==> config.mk <==
export PLATFORM = sky130hd
export DESIGN_NAME = mul_share_arbiter
export DESIGN_NICKNAME = d
export VERILOG_FILES = /design/src/rtl/mul_share_arbiter_pkg.sv /design/src/rtl/mul_share_arbiter_fifo.sv /design/src/rtl/mul_share_arbiter.sv
export SDC_FILE = /design/constraint.sdc
export NUM_CORES = 1
export LEC_CHECK = 0
export ABC_AREA = 1
export CAP_MARGIN = 20
export CORE_AREA = 3 3 298 300
export CTS_CLUSTER_SIZE = 12
export DETAILED_ROUTE_END_ITERATION = 6
export DIE_AREA = 0 0 301 303
export PLACE_DENSITY_LB_ADDON = 0.3
export SLEW_MARGIN = 20
export SYNTH_ARGS = -nofsm -noshare
export SYNTH_HDL_FRONTEND = slang
export SYNTH_SLANG_ARGS = --single-unit
==> constraint.sdc <==
create_clock -name clk_i -period 2.7 [get_ports clk_i]
set_clock_uncertainty 0.15 [all_clocks]
set_input_delay 0.675 -clock clk_i [delete_from_list [all_inputs] [get_ports clk_i]]
set_output_delay 0.675 -clock clk_i [all_outputs]
set_load 0.1 [all_outputs]
==> src/rtl/mul_share_arbiter_pkg.sv <==
// Shared types for the multiplier-sharing arbiter: element, byte-strobe and
// operation types plus the arbiter's lock state encoding.
package mul_share_arbiter_pkg;

  localparam int unsigned ELEN  = 64;
  localparam int unsigned ELENB = ELEN / 8;

  typedef logic [ELEN-1:0]  elen_t;
  typedef logic [ELENB-1:0] strb_t;

  typedef enum logic [2:0] {
    VMUL, VMULH, VMULHU, VMULHSU, VMACC, VNMSAC, VMADD, VNMSUB
  } ara_op_e;

  // ARB_LOCKED: a stalled grant is pinned until its request handshakes.
  typedef enum logic {
    ARB_OPEN,
    ARB_LOCKED
  } arb_state_e;

endpackage

==> src/rtl/mul_share_arbiter_fifo.sv <==
// In-order tag FIFO (registered head, no fall-through). Push into a full
// FIFO is legal when a pop happens in the same cycle.
module mul_share_arbiter_fifo #(
  parameter int unsigned DEPTH = 2,
  parameter int unsigned WIDTH = 1,
  localparam int unsigned AddrW = (DEPTH > 1) ? $clog2(DEPTH) : 1,
  localparam int unsigned CntW  = $clog2(DEPTH + 1)
) (
  input  logic             clk_i,
  input  logic             rst_ni,
  input  logic             push_i,
  input  logic [WIDTH-1:0] data_i,
  input  logic             pop_i,
  output logic [WIDTH-1:0] data_o,
  output logic             empty_o,
  output logic             full_o,
  output logic [CntW-1:0]  usage_o
);

  logic [WIDTH-1:0] mem [DEPTH];
  logic [AddrW-1:0] wr_ptr, rd_ptr;
  logic [CntW-1:0]  count;

  function automatic logic [AddrW-1:0] bump(input logic [AddrW-1:0] p);
    return (p == AddrW'(DEPTH - 1)) ? '0 : p + AddrW'(1);
  endfunction

  always_ff @(posedge clk_i) begin
    if (push_i) mem[wr_ptr] <= data_i;
  end

  always_ff @(posedge clk_i or negedge rst_ni) begin
    if (!rst_ni) begin
      wr_ptr <= '0;
      rd_ptr <= '0;
      count  <= '0;
    end else begin
      if (push_i) wr_ptr <= bump(wr_ptr);
      if (pop_i)  rd_ptr <= bump(rd_ptr);
      if (push_i && !pop_i)      count <= count + CntW'(1);
      else if (pop_i && !push_i) count <= count - CntW'(1);
    end
  end

  assign data_o  = mem[rd_ptr];
  assign empty_o = (count == '0);
  assign full_o  = (count == CntW'(DEPTH));
  assign usage_o = count;

endmodule

==> src/rtl/mul_share_arbiter.sv <==
// Shares one multiplier among NumReq requesters: locking round-robin issue,
// in-order tag FIFO, and result routing back to the issuing requester.
module mul_share_arbiter
  import mul_share_arbiter_pkg::*;
#(
  parameter int unsigned NumReq      = 2,
  parameter int unsigned MaxInflight = 2,
  localparam int unsigned TagW = (NumReq > 1) ? $clog2(NumReq) : 1,
  localparam int unsigned CntW = $clog2(MaxInflight + 1)
) (
  input  logic                   clk_i,
  input  logic                   rst_ni,
  input  logic     [NumReq-1:0]  req_valid_i,
  output logic     [NumReq-1:0]  req_ready_o,
  input  elen_t    [NumReq-1:0]  req_operand_a_i,
  input  elen_t    [NumReq-1:0]  req_operand_b_i,
  input  elen_t    [NumReq-1:0]  req_operand_c_i,
  input  ara_op_e  [NumReq-1:0]  req_op_i,
  input  strb_t    [NumReq-1:0]  req_mask_i,
  output elen_t                  mul_operand_a_o,
  output elen_t                  mul_operand_b_o,
  output elen_t                  mul_operand_c_o,
  output ara_op_e                mul_op_o,
  output strb_t                  mul_mask_o,
  output logic                   mul_valid_o,
  input  logic                   mul_ready_i,
  input  elen_t                  mul_result_i,
  input  strb_t                  mul_mask_i,
  input  logic                   mul_valid_i,
  output logic                   mul_ready_o,
  output elen_t                  rsp_result_o,
  output strb_t                  rsp_mask_o,
  output logic     [NumReq-1:0]  rsp_valid_o,
  input  logic     [NumReq-1:0]  rsp_ready_i,
  output logic     [CntW-1:0]    inflight_o,
  output arb_state_e             arb_state_o
);

  localparam type tag_t = logic [TagW-1:0];

  arb_state_e state_q, state_d;
  tag_t rr_ptr_q, rr_ptr_d, lock_idx_q, lock_idx_d;
  tag_t rr_pick, winner, tag;
  logic any_req, issue_ok, issue, pop, fifo_empty, fifo_full;

  // Every channel uses valid/ready: a transfer happens in the cycle both are
  // high; valid never waits on ready, and a raised valid holds its payload.
  assign any_req = |req_valid_i;

  always_comb begin : rr_search
    int cand;
    rr_pick = rr_ptr_q;
    // Descending scan: the lowest offset from rr_ptr_q is written last and wins.
    for (int i = int'(NumReq) - 1; i >= 0; i--) begin
      cand = (int'(rr_ptr_q) + i) % int'(NumReq);
      if (req_valid_i[tag_t'(cand)]) rr_pick = tag_t'(cand);
    end
  end

  assign winner      = (state_q == ARB_LOCKED) ? lock_idx_q : rr_pick;
  assign issue_ok    = !fifo_full || pop;
  assign mul_valid_o = rst_ni && any_req && issue_ok;
  assign issue       = mul_valid_o && mul_ready_i;

  assign mul_operand_a_o = req_operand_a_i[winner];
  assign mul_operand_b_o = req_operand_b_i[winner];
  assign mul_operand_c_o = req_operand_c_i[winner];
  assign mul_op_o        = req_op_i[winner];
  assign mul_mask_o      = req_mask_i[winner];

  always_comb begin : grant_ready
    req_ready_o         = '0;
    req_ready_o[winner] = issue;
  end

  always_ff @(posedge clk_i or negedge rst_ni) begin : state_reg
    if (!rst_ni) begin
      state_q    <= ARB_OPEN;
      rr_ptr_q   <= '0;
      lock_idx_q <= '0;
    end else begin
      state_q    <= state_d;
      rr_ptr_q   <= rr_ptr_d;
      lock_idx_q <= lock_idx_d;
    end
  end

  always_comb begin : next_state
    state_d = state_q;
    unique case (state_q)
      ARB_OPEN:   if (mul_valid_o && !mul_ready_i) state_d = ARB_LOCKED;
      ARB_LOCKED: if (issue) state_d = ARB_OPEN;
      default:    state_d = ARB_OPEN;
    endcase
  end

  always_comb begin : arb_outputs
    rr_ptr_d    = rr_ptr_q;
    lock_idx_d  = lock_idx_q;
    arb_state_o = state_q;
    if (issue) rr_ptr_d = (winner == tag_t'(NumReq - 1)) ? '0 : winner + tag_t'(1);
    if (state_q == ARB_OPEN && mul_valid_o && !mul_ready_i) lock_idx_d = rr_pick;
  end

  mul_share_arbiter_fifo #(
    .DEPTH (MaxInflight),
    .WIDTH (TagW)
  ) i_tag_fifo (
    .clk_i   (clk_i),
    .rst_ni  (rst_ni),
    .push_i  (issue),
    .data_i  (winner),
    .pop_i   (pop),
    .data_o  (tag),
    .empty_o (fifo_empty),
    .full_o  (fifo_full),
    .usage_o (inflight_o)
  );

  // In-order return: the FIFO head names the requester owning this result.
  assign mul_ready_o  = !fifo_empty && rsp_ready_i[tag];
  assign pop          = mul_valid_i && mul_ready_o;
  assign rsp_result_o = mul_result_i;
  assign rsp_mask_o   = mul_mask_i;

  always_comb begin : rsp_route
    rsp_valid_o      = '0;
    rsp_valid_o[tag] = mul_valid_i && !fifo_empty;
  end

  result_without_tag: assert property (
    @(posedge clk_i) disable iff (!rst_ni) !(mul_valid_i && fifo_empty));

endmodule

## Word-level counts from Yosys, hierarchy flattened

Memory sizes are Yosys's and may differ from the RTL's.
Index checks and enable logic that the tools add are counted.

- Shift operators: 0
- Bitwise operators: 3
- Div/mod/pow operators: 0
- Equality and inequality tests: 1
- Reduce and logical (&&, ||, !) cells: 22
- Multiply operators: 0
- $add $sub $neg: 6
- Multiplexer cells: 33
- Magnitude comparators: 6

Operator list:

| operator | count |
|---|---|
| $mux W64 | 6 |
| $mux W1 | 18 |
| $mux W8 | 2 |
| $logic_and A1 B1 Y1 | 13 |
| $lt A1 B2 Y1 const B | 4 |
| $mux W3 | 2 |
| $logic_not A1 Y1 | 5 |
| $add A1 B1 Y1 const B | 4 |
| $and A2 B2 Y2 | 2 |
| $mux W2 | 2 |
| $add A2 B1 Y2 const B | 1 |
| $demux W1 S1 | 2 |
| $eq A2 B2 Y1 const B | 1 |
| $ge A1 B1 Y1 const B | 2 |
| $logic_not A2 Y1 | 1 |
| $pmux W1 S2 | 1 |
| $reduce_bool A2 Y1 | 1 |
| $reduce_or A2 Y1 | 1 |
| $sub A2 B1 Y2 const B | 1 |
| $logic_or A1 B1 Y1 | 1 |
| $not A1 Y1 | 1 |

- Bits of input ports: 486
- Memory bits (read-only): 0
- Word-level logic and storage cells: 78
- Output and inout bits: 284
- Memories: 1
- Register bits: 7
- Bits in latches: 0
- Bits in writable memories: 2

Memories:

| name | depth | bits a word | rd ports | clocked after memory_dff | wr ports | RTL line | source |
|---|---|---|---|---|---|---|---|
| i_tag_fifo.mem | 2 | 1 | 1 | 0 | 1 | mul_share_arbiter_fifo.sv:20 | `logic [WIDTH-1:0] mem [DEPTH];` |

## Logic depth before layout (Yosys ltp)

Gate-level depths: netlist of run 1.
An unclocked memory read counts as a cell.

- Depth in word-level cells: 12
- Mapped depth: 11
- Depth with buffers taken out: 11

## Modules after synthesis

Synthesis of run 1 repeated with hierarchy kept, for this count alone.

- Cells, all modules: 801
- Area, all modules: 3741.1 um^2

Modules (own cells, without submodules):

| module | area each (um^2) | cells each | times used | sequential area each (um^2) |
|---|---|---|---|---|
| mul_share_arbiter | 3452.1 | 769 | 1 | 75.1 |
| mul_share_arbiter_fifo | 289.0 | 32 | 1 | 160.2 |

## Worst setup path after synthesis of run 1

No wires, ideal clock.

- Kind: reg-to-output
- Start point: register i_tag_fifo.count[0], in the netlist i_tag_fifo.usage_o[0]
- End point: output req_ready_o[1]
- Arrival: 2946 ps
- Cell stages (with the launch flop): 7
- Buffers on the path: 0
- Slack: -1071 ps
- Cell sequence: dfrtp_1 > nor2_1 > nor2_1 > nand3_1 > nand2_1 > nand3_1 > nor2_1

- Word-level cells in the longest chain between the ends: 8

Ends and longest elaborated chain:

| item | RTL line | source |
|---|---|---|
| from (decl) | mul_share_arbiter_fifo.sv:22 | `logic [CntW-1:0] count;` |
| from (signal assigned) | mul_share_arbiter_fifo.sv:40 | `if (push_i && !pop_i) count <= count + CntW'(1);` |
| from (signal assigned) | mul_share_arbiter_fifo.sv:41 | `else if (pop_i && !push_i) count <= count - CntW'(1);` |
| $logic_not A2 Y1 | mul_share_arbiter_fifo.sv:46 | `assign empty_o = (count == '0);` |
| $logic_not A1 Y1 | mul_share_arbiter.sv:121 | `assign mul_ready_o = !fifo_empty && rsp_ready_i[tag];` |
| $logic_and A1 B1 Y1 | mul_share_arbiter.sv:121 |  |
| $logic_and A1 B1 Y1 | mul_share_arbiter.sv:122 | `assign pop = mul_valid_i && mul_ready_o;` |
| $logic_or A1 B1 Y1 (*) | mul_share_arbiter.sv:61 | `assign issue_ok = !fifo_full \|\| pop;` |
| $logic_and A1 B1 Y1 (*) | mul_share_arbiter.sv:62 | `assign mul_valid_o = rst_ni && any_req && issue_ok;` |
| $logic_and A1 B1 Y1 (*) | mul_share_arbiter.sv:63 | `assign issue = mul_valid_o && mul_ready_i;` |
| $and A2 B2 Y2 (no line) (*) | - |  |
| to (decl) | mul_share_arbiter.sv:14 | `output logic [NumReq-1:0] req_ready_o,` |

Every way passes the cells marked *; elsewhere a longest branch is shown, timed or not.

## Worst setup path in the final report of run 1

- Start point: input req_valid_i[1]
- End point: output mul_operand_a_o[34]

- Word-level cells in the longest chain between the ends: 7

Ends and longest elaborated chain:

| item | RTL line | source |
|---|---|---|
| from (decl) | mul_share_arbiter.sv:13 | `input logic [NumReq-1:0] req_valid_i,` |
| $mux W1 (implied by the code) (2 in series) | mul_share_arbiter.sv:56 | `if (req_valid_i[tag_t'(cand)]) rr_pick = tag_t'(cand);` |
| $mux W1 | mul_share_arbiter.sv:56 |  |
| $mux W1 (*) | mul_share_arbiter.sv:56 |  |
| $mux W1 (*) | mul_share_arbiter.sv:60 | `assign winner = (state_q == ARB_LOCKED) ? lock_idx_q : rr_pick;` |
| $mux W64 (implied by the code) (*) (2 in series) | mul_share_arbiter.sv:65 | `assign mul_operand_a_o = req_operand_a_i[winner];` |
| to (decl) | mul_share_arbiter.sv:20 | `output elen_t mul_operand_a_o,` |

Every way passes the cells marked *; elsewhere a longest branch is shown, timed or not. The select of a mux whose other input is x is not followed.

==> run metrics, run 1 <==
Worst-path clk slew 0.04 ns; max-slew violation count 0; fin util 0.193; hold buffer count at cts 0; Data required, critical path 1.88 ns; number of synthesized register bits 9; CP startpoint req_valid_i[1]; first-pass GRT wire length 55,900 um; detailed-placement wirelength estimate 34,100 um; Bufs and invs on worst path 6; GRT overflow 0; WP depth 12; f_max 336 MHz; RSZ-0062 raised after global routing true; Die H 303 um; worst-case reg-to-reg path depth 11; Synth top area share 0.631; Post-route DRC 0; Critical Path End mul_operand_a_o[34]; Total GRT Usage 0.0859; 1st-iter DRT viols 218; share of layout cells above drive strength 1 0.530; area of the multi-input gates 4640 um^2; Avg WL per Cell 16.7 um; RR Startpoint i_tag_fifo.usage_o[1]; Critical Path End Type primary output; Mean Syn Cell Area 4.67 um^2; status complete, but fails checks; CTS sink cnt 9; yosys warns 0; synth unique cells 20; crit-path max cell delay 0.20 ns; Post-Place Cells 2,532; initial antenna violation count 1; placed cell area 13,900 um^2; r2r endpoint i_tag_fifo.usage_o[1]; Hold/Removal Path Class flip-flop to flip-flop; Mapped Cells 798; GP Congestion 0.773; Clock Tree Buf Depth 2; critical path launch point type input port; final WL 43,000 um; largest area contributor in the netlist nand2_1; hold depth 2; die area 91,200 um^2; final instance area 16,700 um^2; Chip Width 301 um; drt first pass iters 4; Fillers 9,606; failing checks setup timing; max_cap viols 0; depth of the CTS H-tree 1; slowest CP cell or2_0; CP most frequent cell nand2_4; PortBufs 625; worst setup margin -0.276 ns; Final Cycle Share 1.10; Final ANT Viol Nets 0; CP Class input port to primary output; core area 86,500 um^2; synth top area cells nand2_1 (63%), buf_4 (18%), buf_6 (5.4%); count of final setup violators 205; area grow syn2layout 347%; Worst slew margin 0.763; crit path DAT 2.15 ns; via count 7,315; initial core utilization 0.0431; TritonCTS clock tree built; Num CTS Buffers 3; Cell Chain, Critical Path buf_8, or2_0, nand2_2, nand2_4, nand2_8, inv_16, buf_16, buf_12, buf_16, nand2_4, nand2_4, buf_12; syn nets 1,285; largest net degree at the start of global routing 21; io pins 770; vias per cell 2.84; Tmin final 2.98 ns; TNS Setup -35.56 ns; register area share after synthesis 0.0631; Largest delay share family, worst path buffers and inverters; final net count 1,909; worst slew pin tran 0.355 ns; register area 241 um^2; final std cells w/o fill 2,577; number of global-route vias before repair 7,585; Fin. Hold Viols 0; Root Driver clkbuf_16; # rows 108; Max FO, Critical Path 8; clock latency on the worst-skew pair 0.23 ns; R2R Setup Slk 0.54 ns; Cell Area, Synth 3730 um^2
[kinds of logic (layout without fill, tap and decap cells)]
logic type | count (synthesis) | in the layout | synth area share
buffers and inverters | 134 | 757 | 0.263
other | 0 | 1 | 0
AOI/OAI and AO/OA | 6 | 6 | 0.00805
xor gates and xnor gates | 3 | 3 | 0.00705
DFF | 9 | 9 | 0.0631
adders and majority gates | 1 | 1 | 0.00336
and+or+nand+nor | 645 | 645 | 0.655
[Yosys cell counts]
| library cell | count |
|---|---|
| nand2_1 | 627 |
| buf_4 | 89 |
| buf_6 | 18 |
| inv_1 | 17 |
| buf_2 | 8 |
| dfrtp_1 | 7 |
| nor2_1 | 7 |
| nand3_1 | 5 |
| a21oi_1 | 3 |
| nand4_1 | 3 |
| o21ai_0 | 3 |
| edfxtp_1 | 2 |
| xor2_1 | 2 |
| buf_1 | 1 |
| ha_1 | 1 |
| inv_2 | 1 |
| nand2_2 | 1 |
| or2_0 | 1 |
| or2_1 | 1 |
| xnor2_1 | 1 |
[worst min-delay path by stage]
stage	startpoint	end
3_5_place_dp	i_tag_fifo.wr_ptr	i_tag_fifo.wr_ptr
4_1_cts	i_tag_fifo.wr_ptr	i_tag_fifo.wr_ptr
6_report	lock_idx_q	lock_idx_q
5_1_grt	lock_idx_q	lock_idx_q
3_3_place_gp	i_tag_fifo.wr_ptr	i_tag_fifo.wr_ptr
2_1_floorplan	rst_ni	i_tag_fifo.rd_ptr
[cells in the final DEF (no fill, tap or decap), types with 4 or more instances in the layout]
master           netlist  routed
buf_12                 0     231
buf_16                 0      25
buf_4                 89      30
buf_6                 18      15
buf_8                  0      20
clkbuf_16              0       5
clkdlybuf4s50_1        0     409
dfrtp_1                7       4
inv_1                 17      14
nand2_1              627     219
nand2_2                1     204
nand2_4                0     202
nor2_1                 7       4
[worst min-delay path, delay by kind of cell, from the launching register on]
kind	cells	cell delay, ns
and+or+nand+nor	2	0.09
DFF	1	0.33
[stage by stage]
step | hold WS (ns) | setup slack [ns]
after global routing | 0.340 | -0.347
after floorplan | 0.229 | -0.0713
after global placement | 0.305 | -0.800
after detailed placement | 0.309 | -0.763
after CTS | 0.320 | -0.316
final | 0.314 | -0.276
[timing repair]
item                       in CTS  in global routing
pin swaps                     107                 30
cloned                         21                  2
resized for setup             434                 89
setup buffers                  18                  1
setup endpoints to repair     207                206
[metal layers]
metal	share of wire	GRT usage	vias up
met5	0	0	-
met4	0.018	0.0150	0
met3	0.11	0.0348	28
met2	0.51	0.157	425
met1	0.36	0.0943	3299
li1	-	-	3563
[area by class of cell]
type	count	area share
clock inverters	1	0.000300
multi-input cells	655	0.278
diodes	1	0.000150
inverters	18	0.00548
well taps	1155	0.0866
flip-flops and latches	9	0.0145
repair buffers	735	0.610
clock buffers	3	0.00450
Power of run 1 is not shown: default switching activity piles up to over one toggle a cycle in this logic, so the estimate is an artifact.
==> run 2, diff against run 1 <==
ABC_CLOCK_PERIOD_IN_PS = 2700   (was not set)
==> results of run 2 <==
Final layout, timing and power as in run 1 (identical DEF).
Power of run 2 is left out for the same reason.
